**src/rtl/row_window_loader.sv**
```systemverilog
// row_window_loader: packs a valid/ready word stream into zero-padded rows of
// runtime length (r_len_m1_i + 1 words), behind a two-deep row buffer
// (assembly row plus output row).
// Optional build macro ROW_WINDOW_LOADER_ZERO_DROP_EN: rows whose real words
// are all zero are discarded at close instead of being emitted.
module row_window_loader #(
    parameter int WORD_WIDTH   = 8,
    parameter int MAX_R_SIZE   = 4,
    parameter int R_DIST_WIDTH = 2
) (
    input  logic                             clk_i,
    input  logic                             reset_n_i,
    input  logic [R_DIST_WIDTH-1:0]          r_len_m1_i,
    input  logic                             flush_i,
    input  logic                             s_valid_i,
    output logic                             s_ready_o,
    input  logic [WORD_WIDTH-1:0]            s_data_i,
    output logic                             m_valid_o,
    input  logic                             m_ready_i,
    output logic [WORD_WIDTH*MAX_R_SIZE-1:0] m_data_o,
    output logic [R_DIST_WIDTH:0]            m_count_o
);
    typedef logic [MAX_R_SIZE-1:0][WORD_WIDTH-1:0] row_t;

    // asm_cnt_q is one bit wider than a lane index so that a held (full)
    // row can keep its real word count, which may equal MAX_R_SIZE.
    row_t                    asm_data_q, asm_data_d;
    logic [R_DIST_WIDTH:0]   asm_cnt_q, asm_cnt_d;
    logic [R_DIST_WIDTH-1:0] asm_len_q, asm_len_d;
    logic                    asm_full_q, asm_full_d;
    row_t                    m_data_q, m_data_d;
    logic [R_DIST_WIDTH:0]   m_count_q, m_count_d;
    logic                    m_valid_q, m_valid_d;

    logic                    acc, close, slot_free, drop;
    logic [R_DIST_WIDTH-1:0] lane, len_eff;
    logic [R_DIST_WIDTH:0]   merged_cnt;
    row_t                    merged;

    assign s_ready_o = !asm_full_q;
    assign m_valid_o = m_valid_q;
    assign m_data_o  = m_data_q;
    assign m_count_o = m_count_q;

    assign acc        = s_valid_i && !asm_full_q;
    assign lane       = asm_cnt_q[R_DIST_WIDTH-1:0];
    // Row length is latched with the first word; later changes are ignored.
    assign len_eff    = (asm_cnt_q == '0) ? r_len_m1_i : asm_len_q;
    assign merged_cnt = asm_cnt_q + {{R_DIST_WIDTH{1'b0}}, acc};
    assign slot_free  = !m_valid_q || m_ready_i;
    assign close      = !asm_full_q &&
                        ((acc && lane == len_eff) ||
                         (flush_i && (asm_cnt_q != '0 || acc)));

    // Per-lane merge of the incoming word into the assembly row.
    for (genvar k = 0; k < MAX_R_SIZE; k++) begin : g_lane
        assign merged[k] = (acc && lane == R_DIST_WIDTH'(k)) ? s_data_i
                                                              : asm_data_q[k];
    end

`ifdef ROW_WINDOW_LOADER_ZERO_DROP_EN
    // Pad lanes are zero, so an all-zero vector means all real words are zero.
    assign drop = close && (merged == '0);
`else
    assign drop = 1'b0;
`endif

    // Next-state: assembly merge/close and output slot load/drain.
    always_comb begin
        asm_data_d = asm_data_q;
        asm_cnt_d  = asm_cnt_q;
        asm_len_d  = asm_len_q;
        asm_full_d = asm_full_q;
        m_data_d   = m_data_q;
        m_count_d  = m_count_q;
        m_valid_d  = m_valid_q;

        // Output transfer empties the slot unless something reloads it below.
        if (m_valid_q && m_ready_i) m_valid_d = 1'b0;

        if (asm_full_q) begin
            if (slot_free) begin
                m_data_d   = asm_data_q;
                m_count_d  = asm_cnt_q;
                m_valid_d  = 1'b1;
                asm_data_d = '0;
                asm_cnt_d  = '0;
                asm_full_d = 1'b0;
            end
        end else begin
            if (acc) begin
                asm_data_d = merged;
                asm_cnt_d  = merged_cnt;
                if (asm_cnt_q == '0) asm_len_d = r_len_m1_i;
            end
            if (close) begin
                if (drop) begin
                    asm_data_d = '0;
                    asm_cnt_d  = '0;
                end else if (slot_free) begin
                    m_data_d   = merged;
                    m_count_d  = merged_cnt;
                    m_valid_d  = 1'b1;
                    asm_data_d = '0;
                    asm_cnt_d  = '0;
                end else begin
                    asm_full_d = 1'b1;
                end
            end
        end
    end

    // State registers; reset discards both partial and pending rows.
    always_ff @(posedge clk_i or negedge reset_n_i) begin
        if (!reset_n_i) begin
            asm_data_q <= '0;
            asm_cnt_q  <= '0;
            asm_len_q  <= '0;
            asm_full_q <= 1'b0;
            m_data_q   <= '0;
            m_count_q  <= '0;
            m_valid_q  <= 1'b0;
        end else begin
            asm_data_q <= asm_data_d;
            asm_cnt_q  <= asm_cnt_d;
            asm_len_q  <= asm_len_d;
            asm_full_q <= asm_full_d;
            m_data_q   <= m_data_d;
            m_count_q  <= m_count_d;
            m_valid_q  <= m_valid_d;
        end
    end
endmodule
```
**config.mk**
```make
export PLATFORM = sky130hd
export DESIGN_NAME = row_window_loader
export DESIGN_NICKNAME = d
export VERILOG_FILES = /design/src/rtl/row_window_loader.sv
export SDC_FILE = /design/constraint.sdc
export NUM_CORES = 1
export LEC_CHECK = 0
export BUFFER_PORTS_ARGS = -buffer_cell sky130_fd_sc_hd__buf_2
export CAP_MARGIN = 15
export CORE_MARGIN = 3
export CORE_UTILIZATION = 51
export CTS_CLUSTER_DIAMETER = 120
export DETAILED_ROUTE_END_ITERATION = 7
export GPL_ROUTABILITY_DRIVEN = 0
export GPL_TIMING_DRIVEN = 0
export PLACE_DENSITY = 0.75
export SYNTH_ARGS = -nofsm -noshare
export SYNTH_HDL_FRONTEND = slang
export SYNTH_SLANG_ARGS = --single-unit
```
**constraint.sdc**
```tcl
create_clock -name clk_i -period 2.2 [get_ports clk_i]
set_input_delay 0.11 -clock clk_i [delete_from_list [all_inputs] [get_ports clk_i]]
set_output_delay 0.11 -clock clk_i [all_outputs]
set_load 0.01 [all_outputs]
```
==> results of run 1 <==
[synthesized netlist by cell type (4+ instances only)]
cell type / n
sky130_fd_sc_hd__mux2i_1: 4
sky130_fd_sc_hd__nor2_1: 12
sky130_fd_sc_hd__o21ai_0: 11
sky130_fd_sc_hd__nand2_1: 52
sky130_fd_sc_hd__dfrtp_1: 74
sky130_fd_sc_hd__o22ai_1: 5
sky130_fd_sc_hd__mux2_2: 49
sky130_fd_sc_hd__a22o_1: 4
sky130_fd_sc_hd__clkbuf_1: 7
sky130_fd_sc_hd__a22oi_1: 6
sky130_fd_sc_hd__mux2_4: 4
sky130_fd_sc_hd__a21oi_1: 11
sky130_fd_sc_hd__a32o_1: 10
sky130_fd_sc_hd__nand3_1: 8
sky130_fd_sc_hd__inv_1: 7
[cells by family (layout without fill, tap and decap cells)]
family	Yosys count	count (layout)	synth area share
simple gates	88	88	0.112
flops	74	74	0.526
compound gates	63	63	0.131
mux	57	57	0.185
buf+inv	22	120	0.0362
fa+ha+maj	2	2	0.00710
xor+xnor	1	1	0.00249
[power groups by stage]
stage	registers, mW	logic (mW)	clock network (mW)
floorplan	2.08	1.60	0
detailed placement	2.01	2.35	0
finish	2.03	3.40	1.01
global route	2.09	3.64	1.08
CTS	2.01	2.76	1.02
global placement	1.99	2.29	0
[cell type report]
| cell class | instances | area [sq um] |
|---|---|---|
| fillers | 469 | 1880 |
| flip-flops and latches | 74 | 1850 |
| clock inverters | 7 | 60.1 |
| inverters | 7 | 26.3 |
| repair buffers | 83 | 588 |
| clock buffers | 9 | 124 |
| well taps | 77 | 96.3 |
| plain buffers | 14 | 140 |
| multi-input cells | 211 | 1760 |
[layer usage]
| metal | part of all wire | wire, um |
|---|---|---|
| met5 | 0 | 0 |
| met4 | 0.023 | 214 |
| met1 | 0.45 | 4120 |
| met2 | 0.47 | 4270 |
| met3 | 0.062 | 568 |
[through the flow]
step	setup slack [ps]	cells	area (sq um)	setup TNS (ps)	hold WS, ps
after floorplan	21.7	307	3530	0	-186
after global placement	-316	435	3880	-7210	358
after detailed placement	-356	436	3910	-9270	61.9
after CTS	-109	467	4330	-2500	4.27
after global routing	-177	482	4650	-4580	35.5
final	-149	482	4650	-2970	40.0
[sequential cells by signal (all words and copies together), names as in the netlist]
name,count
m_count_o,3
asm_full_q,1
asm_data_q,32
m_data_o,32
m_valid_o,1
asm_len_q,2
asm_cnt_q,3
[worst max path at each step]
stage,startpoint,to,slack [ps],depth (start not counted)
2_1_floorplan,asm_cnt_q[0],m_data_o[24],20,8
3_3_place_gp,asm_full_q,asm_data_q[19],-320,6
3_5_place_dp,asm_full_q,asm_data_q[22],-360,6
4_1_cts,asm_cnt_q[0],m_data_o[24],-110,8
5_1_grt,asm_cnt_q[2],m_data_o[24],-180,9
6_report,asm_cnt_q[0],m_data_o[24],-150,9
[repair_timing]
| action | 4_1_cts | 5_1_grt |
|---|---|---|
| gates resized for setup | 30 | 47 |
| endpoints found under the setup margin | 63 | 67 |
| cloned | 1 | 1 |
| pin swaps | 3 | 6 |
| buffers inserted | 13 | 14 |
| hold buffers | 2 | 0 |
| hold endpoints to repair | 28 | 0 |
[worst max-delay path: cells and delay by family, from the launching register on]
kind | cells | cell delay (ps)
AND/OR/NAND/NOR | 2 | 580
multiplexers | 1 | 290
flip-flops | 1 | 450
buffers and inverters | 4 | 540
AO/OA/AOI/OAI | 2 | 380
==> flow_summary.json, run 1 <==
{
  "status": "finished with violations",
  "failing_checks": "negative setup slack",
  "worst_path_largest_cell_delay_ps": 540,
  "remaining_drc_errors": 0,
  "max_cap_violations": 0,
  "clock_sinks": 74,
  "sequentialPowerShare": 0.316,
  "ff2ff_setup_slack_ps": -150,
  "antenna_violations_before_repair": 0,
  "rr_worst_depth": 9,
  "floorplan.initialDensity": 0.539,
  "tightest_slew_ps": 721,
  "max_stage_delay_cell_worst_path": "sky130_fd_sc_hd__or4b_4",
  "final_setup_violating_endpoints": 39,
  "yosys-top-cells-area": "sky130_fd_sc_hd__dfrtp_1, sky130_fd_sc_hd__mux2_2, sky130_fd_sc_hd__nand2_1",
  "place.port_buffers": 51,
  "synth_enable_flop_cells": 0,
  "clk-insertion-delay-late_ps": 370,
  "crit_top_cell": "sky130_fd_sc_hd__buf_12",
  "grt_pass1_vias": 2765,
  "startpoint_type": "register",
  "globalRouteMet3Util": 0.0378,
  "grt_start_max_net_pins": 48,
  "postSynthNetCount": 324,
  "ws_path_type": "reg2reg",
  "global_route_wire_length_before_repair_um": 14000,
  "cells_after_synthesis": 307,
  "crit_chain": "buf_6 -> nor4b_2 -> a31o_4 -> or4b_4 -> a21oi_4 -> buf_12 -> buf_8 -> buf_12 -> mux2_4",
  "gr-max-usage-layer": "met2",
  "finalCriticalPeriod_ps": 2350,
  "clock_skew_ps": 11.6,
  "tritoncts_clock_tree": "yes",
  "power_density_nw_per_um2": 1380,
  "chipHeight_um": 89.1,
  "netSwitchingPower_mw": 2.46,
  "fin_nets": 417,
  "synth_area_leader_cell": "sky130_fd_sc_hd__dfrtp_1",
  "critical_path_capture_point_type": "register",
  "fin_ws_ps": -149,
  "synth_top_area_frac": 0.526,
  "global_route.overflow_total": 0,
  "htree_num_levels": 3,
  "power_switching_share": 0.383,
  "fp-row-count": 29,
  "finalMaxSlewViolations": 0,
  "timing.max_slew.rel_slack": 0.518,
  "postSynth.asyncResetShare": 1.00,
  "syn_to_final_growth_pct": 32.1,
  "rr_endpoint": "m_data_o[24]",
  "crit_fanout": 8,
  "netlist-cell-type-count": 44,
  "hold_path.class": "in2reg",
  "tritoncts.num_buffers": 9,
  "netlist_area_before_placement_sq_um": 3520,
  "total_power_mw": 6.44,
  "clk_pin_slew_worst_paths_ps": 90,
  "root_buffer": "sky130_fd_sc_hd__clkbuf_8",
  "fin_util": 0.712,
  "post_drt_wl_per_cell_um": 19.0,
  "route.antenna.remaining_nets": 0,
  "syn_area_per_cell_sq_um": 11.5,
  "grt_setup_unrepaired": "true",
  "synth_ff_type": "sky130_fd_sc_hd__dfrtp_1",
  "clock_path_buffers": 2,
  "drt-vias-per-instance": 5.87,
  "final_cell_mix": "sky130_fd_sc_hd__dfrtp_1, sky130_fd_sc_hd__nand2_1, sky130_fd_sc_hd__buf_2",
  "internal_power_mw": 3.98,
  "place.detailed.hpwl_um": 5590,
  "wl_um": 9170,
  "routed-via-count": 2831,
  "dr.first_iter.drc_count": 259,
  "insertedDiodeCount": 0,
  "fmax_mhz": 426,
  "hold_depth": 2,
  "comb_power_share": 0.527,
  "die_x_um": 89.1,
  "crit_required_ps": 2450,
  "ys_warn_count": 0,
  "timing.hold.worst_endpoint": "asm_len_q[1]",
  "fp.coreArea_sq_um": 6530,
  "final.period_utilization": 1.07,
  "timing.hold.worst.start": "r_len_m1_i[1]",
  "leading_cell_type_in_the_layout_fill_and_taps_excluded": "sky130_fd_sc_hd__dfrtp_1",
  "ios": 52,
  "detailedRoute.firstPassIterationCount": 5,
  "share_clk_of_total_power": 0.157,
  "post_route_cells_drive_above_1_share": 0.462,
  "ir_worst_vdd_mv": 0.668,
  "yosys_register_bits": 74,
  "reg_to_reg_startpoint": "asm_cnt_q[0]",
  "report.final.hold_viol_count": 0,
  "floorplan.die_area_sq_um": 7940,
  "grt_use_met2": 0.366,
  "grt_util_met1": 0.331,
  "crit_path_arrival_time_ps": 2600,
  "leakagePower_nw": 2.35,
  "grt_use_total": 0.236,
  "yosysSeqAreaShare": 0.526
}
Power figures use the tool's default switching activity.
==> run 2, diff against run 1 <==
--- a/config.mk
+++ b/config.mk
@@ -7,13 +7,15 @@
 export LEC_CHECK = 0
 export BUFFER_PORTS_ARGS = -buffer_cell sky130_fd_sc_hd__buf_2
 export CAP_MARGIN = 15
+export CELL_PAD_IN_SITES_DETAIL_PLACEMENT = 0
+export CELL_PAD_IN_SITES_GLOBAL_PLACEMENT = 2
 export CORE_MARGIN = 3
-export CORE_UTILIZATION = 51
+export CORE_UTILIZATION = 34
 export CTS_CLUSTER_DIAMETER = 120
 export DETAILED_ROUTE_END_ITERATION = 7
 export GPL_ROUTABILITY_DRIVEN = 0
 export GPL_TIMING_DRIVEN = 0
-export PLACE_DENSITY = 0.75
+export PLACE_DENSITY = 0.86
 export SYNTH_ARGS = -nofsm -noshare
 export SYNTH_HDL_FRONTEND = slang
 export SYNTH_SLANG_ARGS = --single-unit
==> run 2 against run 1 <==
- die area grew 46%
- critical path type unchanged
- largest power group unchanged
- critical path depth decreased by 1
- flip-flop and latch count unchanged
- the run still ends with negative setup slack left
==> flow_summary.json, run 2 (synthesized netlist as in run 1, its figures left out) <==
{
  "status": "finished with violations",
  "failing_checks": "negative setup slack",
  "finalMaxSlewViolations": 0,
  "remaining_drc_errors": 0,
  "ios": 52,
  "holdWs_ps": 15.7,
  "global_route_wire_length_before_repair_um": 14500,
  "ir_worst_vdd_mv": 0.480,
  "routed-via-count": 2690,
  "clock_sinks": 74,
  "grt_use_total": 0.162,
  "wl_um": 8960,
  "report.final.hold_viol_count": 0,
  "power_density_nw_per_um2": 1340,
  "clock_path_buffers": 2,
  "fp.coreArea_sq_um": 9910,
  "clk-insertion-delay-late_ps": 350,
  "grt_start_max_net_pins": 39,
  "instances_no_fill": 524,
  "finalCriticalPeriod_ps": 2290,
  "final.period_utilization": 1.04,
  "tightest_slew_ps": 636,
  "total_power_mw": 5.97,
  "critical_path_capture_point_type": "register",
  "leakagePower_nw": 2.21,
  "final_cell_mix": "sky130_fd_sc_hd__dfrtp_1, sky130_fd_sc_hd__nand2_1, sky130_fd_sc_hd__buf_2",
  "dp_worst_setup_slack_ps": -338,
  "tritoncts_clock_tree": "yes",
  "tritoncts.num_buffers": 9,
  "crit_path_arrival_time_ps": 2530,
  "fin_ws_ps": -86.1,
  "grt_pass1_vias": 2723,
  "fp-row-count": 36,
  "clock_skew_ps": 11.5,
  "max_cap_violations": 0,
  "antenna_violations_before_repair": 0,
  "placed_area_sq_um": 3980,
  "floorplan.die_area_sq_um": 11600,
  "crit_required_ps": 2440,
  "clk_pin_slew_worst_paths_ps": 90,
  "fin_nets": 403,
  "fin_util": 0.449,
  "fmax_mhz": 437,
  "hold_path.class": "in2reg",
  "detailedRoute.firstPassIterationCount": 4,
  "chipHeight_um": 108,
  "internal_power_mw": 3.70,
  "dr.first_iter.drc_count": 80,
  "sequentialPowerShare": 0.335,
  "place.port_buffers": 51,
  "ws_path_type": "reg2reg",
  "global_route.overflow_total": 0,
  "crit_fanout": 5,
  "final_design_area_no_fill_sq_um": 4450,
  "die_x_um": 108,
  "floorplan.initialDensity": 0.355,
  "htree_num_levels": 3,
  "syn_to_final_growth_pct": 26.4,
  "final_setup_violating_endpoints": 35,
  "grt_setup_unrepaired": "true",
  "place.detailed.hpwl_um": 5990,
  "root_buffer": "sky130_fd_sc_hd__clkbuf_8",
  "route.antenna.remaining_nets": 0,
  "post-place-cells": 492,
  "share_clk_of_total_power": 0.182,
  "netSwitchingPower_mw": 2.26,
  "totalNegativeSetupSlack_ps": -1630,
  "post_route_cells_drive_above_1_share": 0.437,
  "leading_cell_type_in_the_layout_fill_and_taps_excluded": "sky130_fd_sc_hd__dfrtp_1",
  "insertedDiodeCount": 0,
  "startpoint_type": "register",
  "timing.max_slew.rel_slack": 0.575,
  "post_drt_wl_per_cell_um": 17.1,
  "comb_power_share": 0.483,
  "drt-vias-per-instance": 5.13,
  "power_switching_share": 0.379
}
[run 2: worst max-delay path: stages (launching register included)]
cell	delay, ps
sky130_fd_sc_hd__dfrtp_2	420
sky130_fd_sc_hd__buf_6	120
sky130_fd_sc_hd__nor4b_1	50
sky130_fd_sc_hd__a31o_4	210
sky130_fd_sc_hd__or4b_4	570
sky130_fd_sc_hd__a21oi_4	210
sky130_fd_sc_hd__buf_8	160
sky130_fd_sc_hd__buf_4	120
sky130_fd_sc_hd__mux2_2	310
[run 2: what timing repair did]
item / in CTS / in global routing
gates resized for setup: 32 / 11
endpoints found under the setup margin: 63 / 63
cloned: 0 / 0
pin swaps: 4 / 3
buffers inserted: 11 / 4
hold buffers: 1 / 0
hold endpoints to repair: 36 / 0
[run 2: final timing paths]
path / from / cells after the start / endpoint / slack (ps)
worst max-delay path: asm_cnt_q[0] / 8 / m_data_o[30] / -90
worst min-delay path: r_len_m1_i[1] / 2 / asm_len_q[1] / 20
worst max register to register: asm_cnt_q[0] / 8 / m_data_o[30] / -90
worst min register to register: asm_data_q[8] / 1 / asm_data_q[8] / 500
max in group asynchronous: reset_n_i / 3 / asm_data_q[13] / 1360
min in group asynchronous: reset_n_i / 2 / m_data_o[2] / 260
[run 2: cell type report]
class	count	area (sq um)
Tap cell	133	166
Clock buffer	9	124
Sequential cell	74	1850
Multi-Input combinational cell	211	1660
Timing Repair Buffer	68	417
Clock inverter	7	78.8
Buffer	15	128
Fill cell	955	5460
Inverter	7	28.8
[run 2: metal layers]
layer  GRT usage  part of all wire  vias up
li1            -                 -     1275
met1       0.232              0.48     1355
met2       0.252              0.48       50
met3      0.0228             0.036       10
met4      0.0514             0.011        0
met5           0                 0        -
[run 2: power by group through the flow]
stage               Clock, mW  Combinational (mW)  Sequential [mW]
floorplan                   0                1.60             2.08
CTS                      1.11                2.76             2.00
finish                   1.09                2.88             2.00
global placement            0                2.36             2.00
global route             1.19                3.13             2.06
detailed placement          0                2.39             2.02
